$ cat config.mk
export PLATFORM = sky130hd
export DESIGN_NAME = noc_csr_irq
export DESIGN_NICKNAME = d
export VERILOG_FILES = /design/src/rtl/ravenoc_pkg.sv /design/src/rtl/noc_csr_vc_irq.sv /design/src/rtl/noc_csr_irq.sv
export SDC_FILE = /design/constraint.sdc
export NUM_CORES = 1
export LEC_CHECK = 0
export ABC_AREA = 0
export CORE_MARGIN = 4
export CORE_UTILIZATION = 35
export CTS_CLUSTER_DIAMETER = 80
export DETAILED_ROUTE_END_ITERATION = 10
export PLACE_DENSITY = 0.61
export REMOVE_ABC_BUFFERS = 1
export SLEW_MARGIN = 20
export SYNTH_ARGS = -nofsm -noshare
export SYNTH_HDL_FRONTEND = slang
export SYNTH_HIERARCHICAL = 1
export SYNTH_SLANG_ARGS = --single-unit
export TNS_END_PERCENT = 50
$ cat constraint.sdc
create_clock -name clk_axi -period 2.35 [get_ports clk_axi]
set_input_delay 0.47 -clock clk_axi [delete_from_list [all_inputs] [get_ports clk_axi]]
set_output_delay 0.47 -clock clk_axi [all_outputs]
set_load 0.02 [all_outputs]
$ cat src/rtl/ravenoc_pkg.sv
`default_nettype none
// ============================================================================
// Module   : ravenoc_pkg
// Brief    : Shared widths, flit/IRQ enums, CSR offsets and CSR bus structs.
// Revision : 1.0
// ============================================================================
package ravenoc_pkg;

  localparam int XWidth      = 4;
  localparam int YWidth      = 4;
  localparam int FlitTpWidth = 2;
  localparam int PktWidth    = 8;

  localparam logic [31:0] RavenocLabel = 32'h5241_564E;

  typedef enum logic [FlitTpWidth-1:0] {
    HEAD_FLIT = 2'b00,
    BODY_FLIT = 2'b01,
    TAIL_FLIT = 2'b10
  } flit_type_t;

  typedef enum logic [2:0] {
    IRQ_MODE_EMPTY      = 3'd0,
    IRQ_MODE_FULL       = 3'd1,
    IRQ_MODE_THRESH     = 3'd2,
    IRQ_MODE_HEAD_PULSE = 3'd3,
    IRQ_MODE_TIMEOUT    = 3'd4
  } irq_mode_t;

  // Global register offsets relative to the CSR window base
  localparam logic [15:0] c_csr_version    = 16'h0000;
  localparam logic [15:0] c_csr_x_id       = 16'h0004;
  localparam logic [15:0] c_csr_y_id       = 16'h0008;
  localparam logic [15:0] c_csr_irq_status = 16'h000C;
  localparam logic [15:0] c_csr_pending    = 16'h0010;
  localparam logic [15:0] c_csr_glb_en     = 16'h0014;
  localparam logic [15:0] c_csr_wr_full    = 16'h0018;
  localparam logic [15:0] c_csr_vc_base    = 16'h0040;

  // Register offsets inside each 16-byte per-VC block
  localparam logic [3:0] c_vc_mode     = 4'h0;
  localparam logic [3:0] c_vc_mask     = 4'h4;
  localparam logic [3:0] c_vc_thresh   = 4'h8;
  localparam logic [3:0] c_vc_pkt_size = 4'hC;

  typedef struct packed {
    logic        valid;
    logic        wr;
    logic [15:0] addr;
    logic [31:0] wdata;
  } csr_req_t;

  typedef struct packed {
    logic        valid;
    logic        error;
    logic [31:0] rdata;
  } csr_resp_t;

endpackage
`default_nettype wire

$ cat src/rtl/noc_csr_vc_irq.sv
`default_nettype none
// ============================================================================
// Module   : noc_csr_vc_irq
// Brief    : One virtual channel's IRQ mode registers, head-flit pending flag,
//            occupancy timeout counter and registered interrupt.
// Revision : 1.0
// ============================================================================
module noc_csr_vc_irq
  import ravenoc_pkg::*;
#(
  parameter int OCUP_WIDTH = 16,
  parameter int CNT_WIDTH  = 16
) (
  input  logic                   clk_axi,
  input  logic                   arst_axi,
  input  logic                   glb_en,
  input  logic                   mode_we,
  input  logic [2:0]             mode_wdata,
  input  logic                   mask_we,
  input  logic                   mask_wdata,
  input  logic                   thresh_we,
  input  logic [OCUP_WIDTH-1:0]  thresh_wdata,
  input  logic                   pend_clr,
  input  logic [FlitTpWidth-1:0] f_type,
  input  logic                   empty,
  input  logic                   full,
  input  logic [OCUP_WIDTH-1:0]  ocup,
  output logic [2:0]             mode,
  output logic                   mask,
  output logic [OCUP_WIDTH-1:0]  thresh,
  output logic                   pending,
  output logic                   irq
);

  localparam int c_cmp_width = (CNT_WIDTH > OCUP_WIDTH) ? CNT_WIDTH : OCUP_WIDTH;

  irq_mode_t              r_mode;
  logic                   r_mask;
  logic [OCUP_WIDTH-1:0]  r_thresh;
  logic                   r_pending;
  logic [CNT_WIDTH-1:0]   r_cnt;
  logic                   r_head_q;
  logic                   r_irq;

  logic                   w_head;
  logic                   w_head_rise;
  logic                   w_cond;
  logic [c_cmp_width-1:0] w_cnt_ext;
  logic [c_cmp_width-1:0] w_thresh_ext;

  assign w_head       = (f_type == HEAD_FLIT) && !empty;
  assign w_head_rise  = w_head && !r_head_q;
  assign w_cnt_ext    = c_cmp_width'(r_cnt);
  assign w_thresh_ext = c_cmp_width'(r_thresh);

  always_comb begin
    w_cond = 1'b0;
    case (r_mode)
      IRQ_MODE_EMPTY:      w_cond = !empty;
      IRQ_MODE_FULL:       w_cond = full;
      IRQ_MODE_THRESH:     w_cond = (ocup >= r_thresh);
      IRQ_MODE_HEAD_PULSE: w_cond = r_pending;
      IRQ_MODE_TIMEOUT:    w_cond = (w_cnt_ext >= w_thresh_ext) && !empty;
      default:             w_cond = 1'b0;
    endcase
  end

  always_ff @(posedge clk_axi or posedge arst_axi) begin
    if (arst_axi) begin
      r_mode    <= IRQ_MODE_EMPTY;
      r_mask    <= 1'b1;
      r_thresh  <= '0;
      r_pending <= 1'b0;
      r_cnt     <= '0;
      r_head_q  <= 1'b0;
      r_irq     <= 1'b0;
    end else begin
      if (mode_we) r_mode <= irq_mode_t'(mode_wdata);
      if (mask_we) r_mask <= mask_wdata;
      if (thresh_we) r_thresh <= thresh_wdata;
      // A new head edge beats any clear landing in the same cycle
      r_pending <= w_head_rise | (r_pending & ~(pend_clr | mode_we));
      if (mode_we || empty) begin
        r_cnt <= '0;
      end else if (!(&r_cnt)) begin
        r_cnt <= r_cnt + CNT_WIDTH'(1);
      end
      r_head_q <= w_head;
      r_irq    <= w_cond & r_mask & glb_en;
    end
  end

  assign mode    = r_mode;
  assign mask    = r_mask;
  assign thresh  = r_thresh;
  assign pending = r_pending;
  assign irq     = r_irq;

endmodule
`default_nettype wire

$ cat src/rtl/noc_csr_irq.sv
`default_nettype none
// ============================================================================
// Module   : noc_csr_irq
// Brief    : Router CSR window with one-cycle responses and per-VC interrupts.
// Revision : 1.0
// ============================================================================
module noc_csr_irq
  import ravenoc_pkg::*;
#(
  parameter int                NUM_VC      = 4,
  parameter logic [XWidth-1:0] ROUTER_X_ID = '0,
  parameter logic [YWidth-1:0] ROUTER_Y_ID = '0,
  parameter int                OCUP_WIDTH  = 16,
  parameter int                CNT_WIDTH   = 16,
  parameter logic [15:0]       BASE_ADDR   = 16'h1000
) (
  input  logic                          clk_axi,
  input  logic                          arst_axi,
  input  logic                          req_valid_i,
  input  logic                          req_wr_i,
  input  logic [15:0]                   req_addr_i,
  input  logic [31:0]                   req_wdata_i,
  output logic                          req_ready_o,
  output logic                          resp_valid_o,
  output logic                          resp_error_o,
  output logic [31:0]                   resp_rdata_o,
  input  logic [NUM_VC*FlitTpWidth-1:0] f_type_i,
  input  logic [NUM_VC-1:0]             empty_i,
  input  logic [NUM_VC-1:0]             full_i,
  input  logic [NUM_VC*OCUP_WIDTH-1:0]  ocup_i,
  input  logic [NUM_VC*PktWidth-1:0]    pkt_size_i,
  input  logic                          wr_full_i,
  output logic [NUM_VC-1:0]             irq_vcs_o,
  output logic                          irq_trig_o
);

  csr_req_t                           w_req;
  csr_resp_t                          r_resp;
  logic                               r_glb_en;

  logic [15:0]                        w_offset;
  logic [15:0]                        w_vc_rel;
  logic [11:0]                        w_vc_idx;
  logic [3:0]                         w_vc_reg;
  logic                               w_vc_region;
  logic [NUM_VC-1:0]                  w_vc_dec;

  logic                               w_err;
  logic [31:0]                        w_rdata;
  logic                               w_glb_en_we;
  logic [NUM_VC-1:0]                  w_pend_clr;
  logic [NUM_VC-1:0]                  w_mode_we;
  logic [NUM_VC-1:0]                  w_mask_we;
  logic [NUM_VC-1:0]                  w_thresh_we;

  logic [NUM_VC-1:0][2:0]             w_mode;
  logic [NUM_VC-1:0]                  w_mask;
  logic [NUM_VC-1:0][OCUP_WIDTH-1:0]  w_thresh;
  logic [NUM_VC-1:0]                  w_pending;
  logic [NUM_VC-1:0]                  w_irq;

  assign w_req       = '{valid: req_valid_i, wr: req_wr_i, addr: req_addr_i, wdata: req_wdata_i};
  assign w_offset    = w_req.addr - BASE_ADDR;
  assign w_vc_rel    = w_offset - c_csr_vc_base;
  assign w_vc_idx    = w_vc_rel[15:4];
  assign w_vc_reg    = w_vc_rel[3:0];
  assign w_vc_region = (w_offset >= c_csr_vc_base);

  always_comb begin
    for (int i = 0; i < NUM_VC; i++) begin
      w_vc_dec[i] = w_vc_region && (w_vc_idx == 12'(i));
    end
  end

  // Address decode: read mux, write strobes and error flag for this cycle's request
  always_comb begin
    w_err       = 1'b0;
    w_rdata     = '0;
    w_glb_en_we = 1'b0;
    w_pend_clr  = '0;
    w_mode_we   = '0;
    w_mask_we   = '0;
    w_thresh_we = '0;
    if (w_req.valid) begin
      if (w_vc_region) begin
        w_err = ~|w_vc_dec;
        for (int i = 0; i < NUM_VC; i++) begin
          if (w_vc_dec[i]) begin
            case (w_vc_reg)
              c_vc_mode: begin
                if (w_req.wr) begin
                  if (w_req.wdata > 32'(IRQ_MODE_TIMEOUT)) w_err = 1'b1;
                  else                                     w_mode_we[i] = 1'b1;
                end else begin
                  w_rdata[2:0] = w_mode[i];
                end
              end
              c_vc_mask: begin
                if (w_req.wr) w_mask_we[i] = 1'b1;
                else          w_rdata[0]   = w_mask[i];
              end
              c_vc_thresh: begin
                if (w_req.wr) w_thresh_we[i]           = 1'b1;
                else          w_rdata[OCUP_WIDTH-1:0] = w_thresh[i];
              end
              c_vc_pkt_size: begin
                if (w_req.wr) w_err                 = 1'b1;
                else          w_rdata[PktWidth-1:0] = pkt_size_i[i*PktWidth +: PktWidth];
              end
              default: w_err = 1'b1;
            endcase
          end
        end
      end else begin
        case (w_offset)
          c_csr_version: begin
            if (w_req.wr) w_err   = 1'b1;
            else          w_rdata = RavenocLabel;
          end
          c_csr_x_id: begin
            if (w_req.wr) w_err               = 1'b1;
            else          w_rdata[XWidth-1:0] = ROUTER_X_ID;
          end
          c_csr_y_id: begin
            if (w_req.wr) w_err               = 1'b1;
            else          w_rdata[YWidth-1:0] = ROUTER_Y_ID;
          end
          c_csr_irq_status: begin
            if (w_req.wr) w_err               = 1'b1;
            else          w_rdata[NUM_VC-1:0] = w_irq;
          end
          c_csr_pending: begin
            if (w_req.wr) w_pend_clr          = w_req.wdata[NUM_VC-1:0];
            else          w_rdata[NUM_VC-1:0] = w_pending;
          end
          c_csr_glb_en: begin
            if (w_req.wr) w_glb_en_we = 1'b1;
            else          w_rdata[0]  = r_glb_en;
          end
          c_csr_wr_full: begin
            if (w_req.wr) w_err      = 1'b1;
            else          w_rdata[0] = wr_full_i;
          end
          default: w_err = 1'b1;
        endcase
      end
      if (w_err) w_rdata = '0;
    end
  end

  always_ff @(posedge clk_axi or posedge arst_axi) begin
    if (arst_axi) begin
      r_resp   <= '0;
      r_glb_en <= 1'b1;
    end else begin
      r_resp.valid <= w_req.valid;
      r_resp.error <= w_req.valid & w_err;
      r_resp.rdata <= w_rdata;
      if (w_glb_en_we) r_glb_en <= w_req.wdata[0];
    end
  end

  for (genvar g = 0; g < NUM_VC; g++) begin : g_vc
    noc_csr_vc_irq #(
      .OCUP_WIDTH (OCUP_WIDTH),
      .CNT_WIDTH  (CNT_WIDTH)
    ) u_vc_irq (
      .clk_axi      (clk_axi),
      .arst_axi     (arst_axi),
      .glb_en       (r_glb_en),
      .mode_we      (w_mode_we[g]),
      .mode_wdata   (w_req.wdata[2:0]),
      .mask_we      (w_mask_we[g]),
      .mask_wdata   (w_req.wdata[0]),
      .thresh_we    (w_thresh_we[g]),
      .thresh_wdata (w_req.wdata[OCUP_WIDTH-1:0]),
      .pend_clr     (w_pend_clr[g]),
      .f_type       (f_type_i[g*FlitTpWidth +: FlitTpWidth]),
      .empty        (empty_i[g]),
      .full         (full_i[g]),
      .ocup         (ocup_i[g*OCUP_WIDTH +: OCUP_WIDTH]),
      .mode         (w_mode[g]),
      .mask         (w_mask[g]),
      .thresh       (w_thresh[g]),
      .pending      (w_pending[g]),
      .irq          (w_irq[g])
    );
  end

  assign req_ready_o  = 1'b1;
  assign resp_valid_o = r_resp.valid;
  assign resp_error_o = r_resp.error;
  assign resp_rdata_o = r_resp.rdata;
  assign irq_vcs_o    = w_irq;
  assign irq_trig_o   = |w_irq;

endmodule
`default_nettype wire
==> metrics <==
vias in the first global route 11,574; Nets 1,957; wire per inst 21.03 um; Synth async-reset ratio between 90% and 100%; Max-slew headroom 53.42%; RePlAce Congestion between 0.9 and 1; final setup fails 24; Inst Count DP 2,082; clock-pin slew on the worst setup and hold paths 0.08 ns; CTS Buf Count 17; Top Ports 205; final non-filler cell total 2,126; reg2reg start g_vc[3].u_vc_irq/r_cnt[0]$_DFFE_PP0P_; total power between 6 and 7 mW; run status finished with violations; # DRC 0; final WL 44,700 um; Worst VDD drop 423.7 uV; first-pass GRT wire length roughly 68,000 um; CP max FO 5; #FFs+latches synth 176; DR vias about 12,000; Final Cycle Share 107.6%; CTS Buffer Depth 2; initial DRC count 920; remaining antenna violation count 0; post-synthesis sequential area ratio 35.97%; Total GRT Usage 22.88%; CP Capture Type flip-flop; clock skew ~0.013 ns; Post-synth EDFFs 0; Yosys Warn Count 6; PnR worst setup slack -0.1782 ns; max_cap viols 0; post-detail-place hpwl about 36,000 um; TNS Setup -1.489 ns; clk_lat worst skew 0.44 ns; Avg Inst Size Synth 9.157 um2; clock root buffer clkbuf_16; area grow syn2layout 36.29%; vias per cell 5.451; hold-fix buffers at CTS 0; count leader, synth dfrtp_1; filler instances 3,326; TritonCTS clock tree done; Primary FF master, synth dfrtp_1; row cnt 68; crit path time final about 2.5 ns; worst slew pin tran about 0.69 ns; Port Buffer Count 192; total gr overflow 0; finished layout cell area 16,710 um2; failing checks negative setup slack; antenna violations before repair 0; RSZ-0062 raised after global routing yes; Hold Startpoint req_wdata_i[5]; Leakage 7.726 nW; area of the mapped netlist around 12,000 um2; Synth area leaders dfrtp_1 35%, ha_1 14%, nand2_1 4.4%, o21ai_0 4.2%, nor2_1 3.2%; CTS Sinks about 180; share of layout cells above drive strength 1 about a fifth; f_max between 300 and 400 MHz; Starting Density 35.50%; Pre-antenna DRT Iters 6; Die W 195.2 um; Synth top cells by count 171 x dfrtp_1, 144 x nand2_1, 134 x ha_1; Worst Setup Start Kind input port; CP Class input port to flip-flop; Netlist cell types 73; Post-DP Area 15,610 um2; die area 38,090 um2; largest net degree at the start of global routing 40; H-tree levels 4; share of the synthesized area in the top cell type 34.90%; Worst EP required 2.67 ns; Hold Vio Cnt, Final 0; critical path startpoint req_wdata_i[19]; n_diodes 0; Synth Instances 1,339; CP arrival approximately 2.9 ns; Core Area about 35,000 um2; Die Ht 195.2 um; leading area contributor after synthesis dfrtp_1; P per Cell Area 409.5 nW/um2; pre-CTS setup slack -1.276 ns; worst hold path class input port to flip-flop; Slew Viols, Final 0
==> critical path, cell delays in order <==
cell and delay [ns]:
clkdlybuf4s15_1 0.21, nor4b_2 0.29, and4_1 0.25, nand4_1 0.08
or3_4 0.43, buf_12 0.15, nor2_4 0.17, nand4bb_4 0.19
nor4_4 0.08, nor4b_2 0.32, xnor2_1 0.15, nor2_1 0.06
==> sequential cells by signal, indices dropped and copies added (netlist names) <==
name and count:
g_vc.u_vc_irq/pending 4, r_glb_en 1, g_vc.u_vc_irq/r_cnt 64, g_vc.u_vc_irq/irq 4, g_vc.u_vc_irq/thresh 64, resp_rdata_o 17, resp_valid_o 1, g_vc.u_vc_irq/mask 4
g_vc.u_vc_irq/mode 12, resp_error_o 1, g_vc.u_vc_irq/r_head_q 4
==> through the flow <==
stage	util [%]	hold slack, ns
2_1_floorplan	-	0.4331
3_3_place_gp	45.18	0.5235
3_5_place_dp	45.18	0.5279
4_1_cts	47.74	0.4180
5_1_grt	48.38	0.4186
6_report	48.38	0.4186
==> per-layer routing <==
metal,track usage [%],up-vias,routed length [um]
met1,30.37,5574,19350
met3,4.296,76,2895
li1,-,5484,-
met5,0,-,0
met4,9.180,0,1742
met2,37.00,454,20720
==> where the power goes <==
group	internal, mW	switching (mW)	total (mW)
combinational	0.456	0.477	0.933
clock	1.44	1.39	2.83
sequential	3.05	0.0267	3.07
total	4.94	1.90	6.84
==> layout make-up <==
cell class	instances	area [um2]	area share, %
well taps	455	569.3	3.407
multi-input cells	1018	7674	45.92
flip-flops and latches	176	4412	26.40
clock inverters	14	140.1	0.8386
repair buffers	344	3098	18.54
clock buffers	18	439.2	2.628
inverters	101	379.1	2.269
==> cells by family (layout without fill, tap and decap cells) <==
kind of cell    count (synthesis)  in the layout  share of synthesized area, %
compound gates                289            289                         15.31
xor+xnor                       35             35                         2.500
fa+ha+maj                     134            134                         13.67
buf+inv                       155            477                         5.286
flops                         176            176                         35.97
mux                            57             57                         5.480
other cells                     2             12                       0.06125
simple gates                  491            491                         21.72
==> timing repair <==
item | in CTS | in global routing
buffers inserted | 7 | 7
gates resized for setup | 147 | 57
endpoints found under the setup margin | 168 | 99
pin swaps | 38 | 61
==> cells in the final DEF (no fill, tap or decap), types with 27 or more instances in the layout <==
| cell type | synthesis | routed |
|---|---|---|
| a21oi_1 | 41 | 37 |
| buf_4 | 16 | 142 |
| clkdlybuf4s50_1 | 0 | 145 |
| dfrtp_1 | 171 | 170 |
| ha_1 | 134 | 132 |
| inv_1 | 98 | 96 |
| mux2_2 | 31 | 31 |
| nand2_1 | 144 | 142 |
| nand3_1 | 33 | 29 |
| nand4_1 | 27 | 27 |
| nor2_1 | 104 | 95 |
| nor3_1 | 45 | 40 |
| o21ai_0 | 103 | 102 |
==> final timing paths <==
path                       cells past startpoint  slack [ns]                                     end
max reg2reg                                    6        0.21  g_vc[3].u_vc_irq/r_cnt[12]$_DFFE_PP0P_
min                                            4        0.42  g_vc[3].u_vc_irq/thresh[5]$_DFFE_PP0P_
min reg2reg                                    1        0.54   g_vc[3].u_vc_irq/r_cnt[8]$_DFFE_PP0P_
max in group asynchronous                      3        1.23       g_vc[0].u_vc_irq/mask$_DFFE_PP1P_
max                                           12       -0.18   g_vc[2].u_vc_irq/r_cnt[6]$_DFFE_PP0P_
min in group asynchronous                      3        0.62               resp_rdata_o[9]$_DFF_PP0_
No activity file was read; power rests on OpenSTA's default activity.
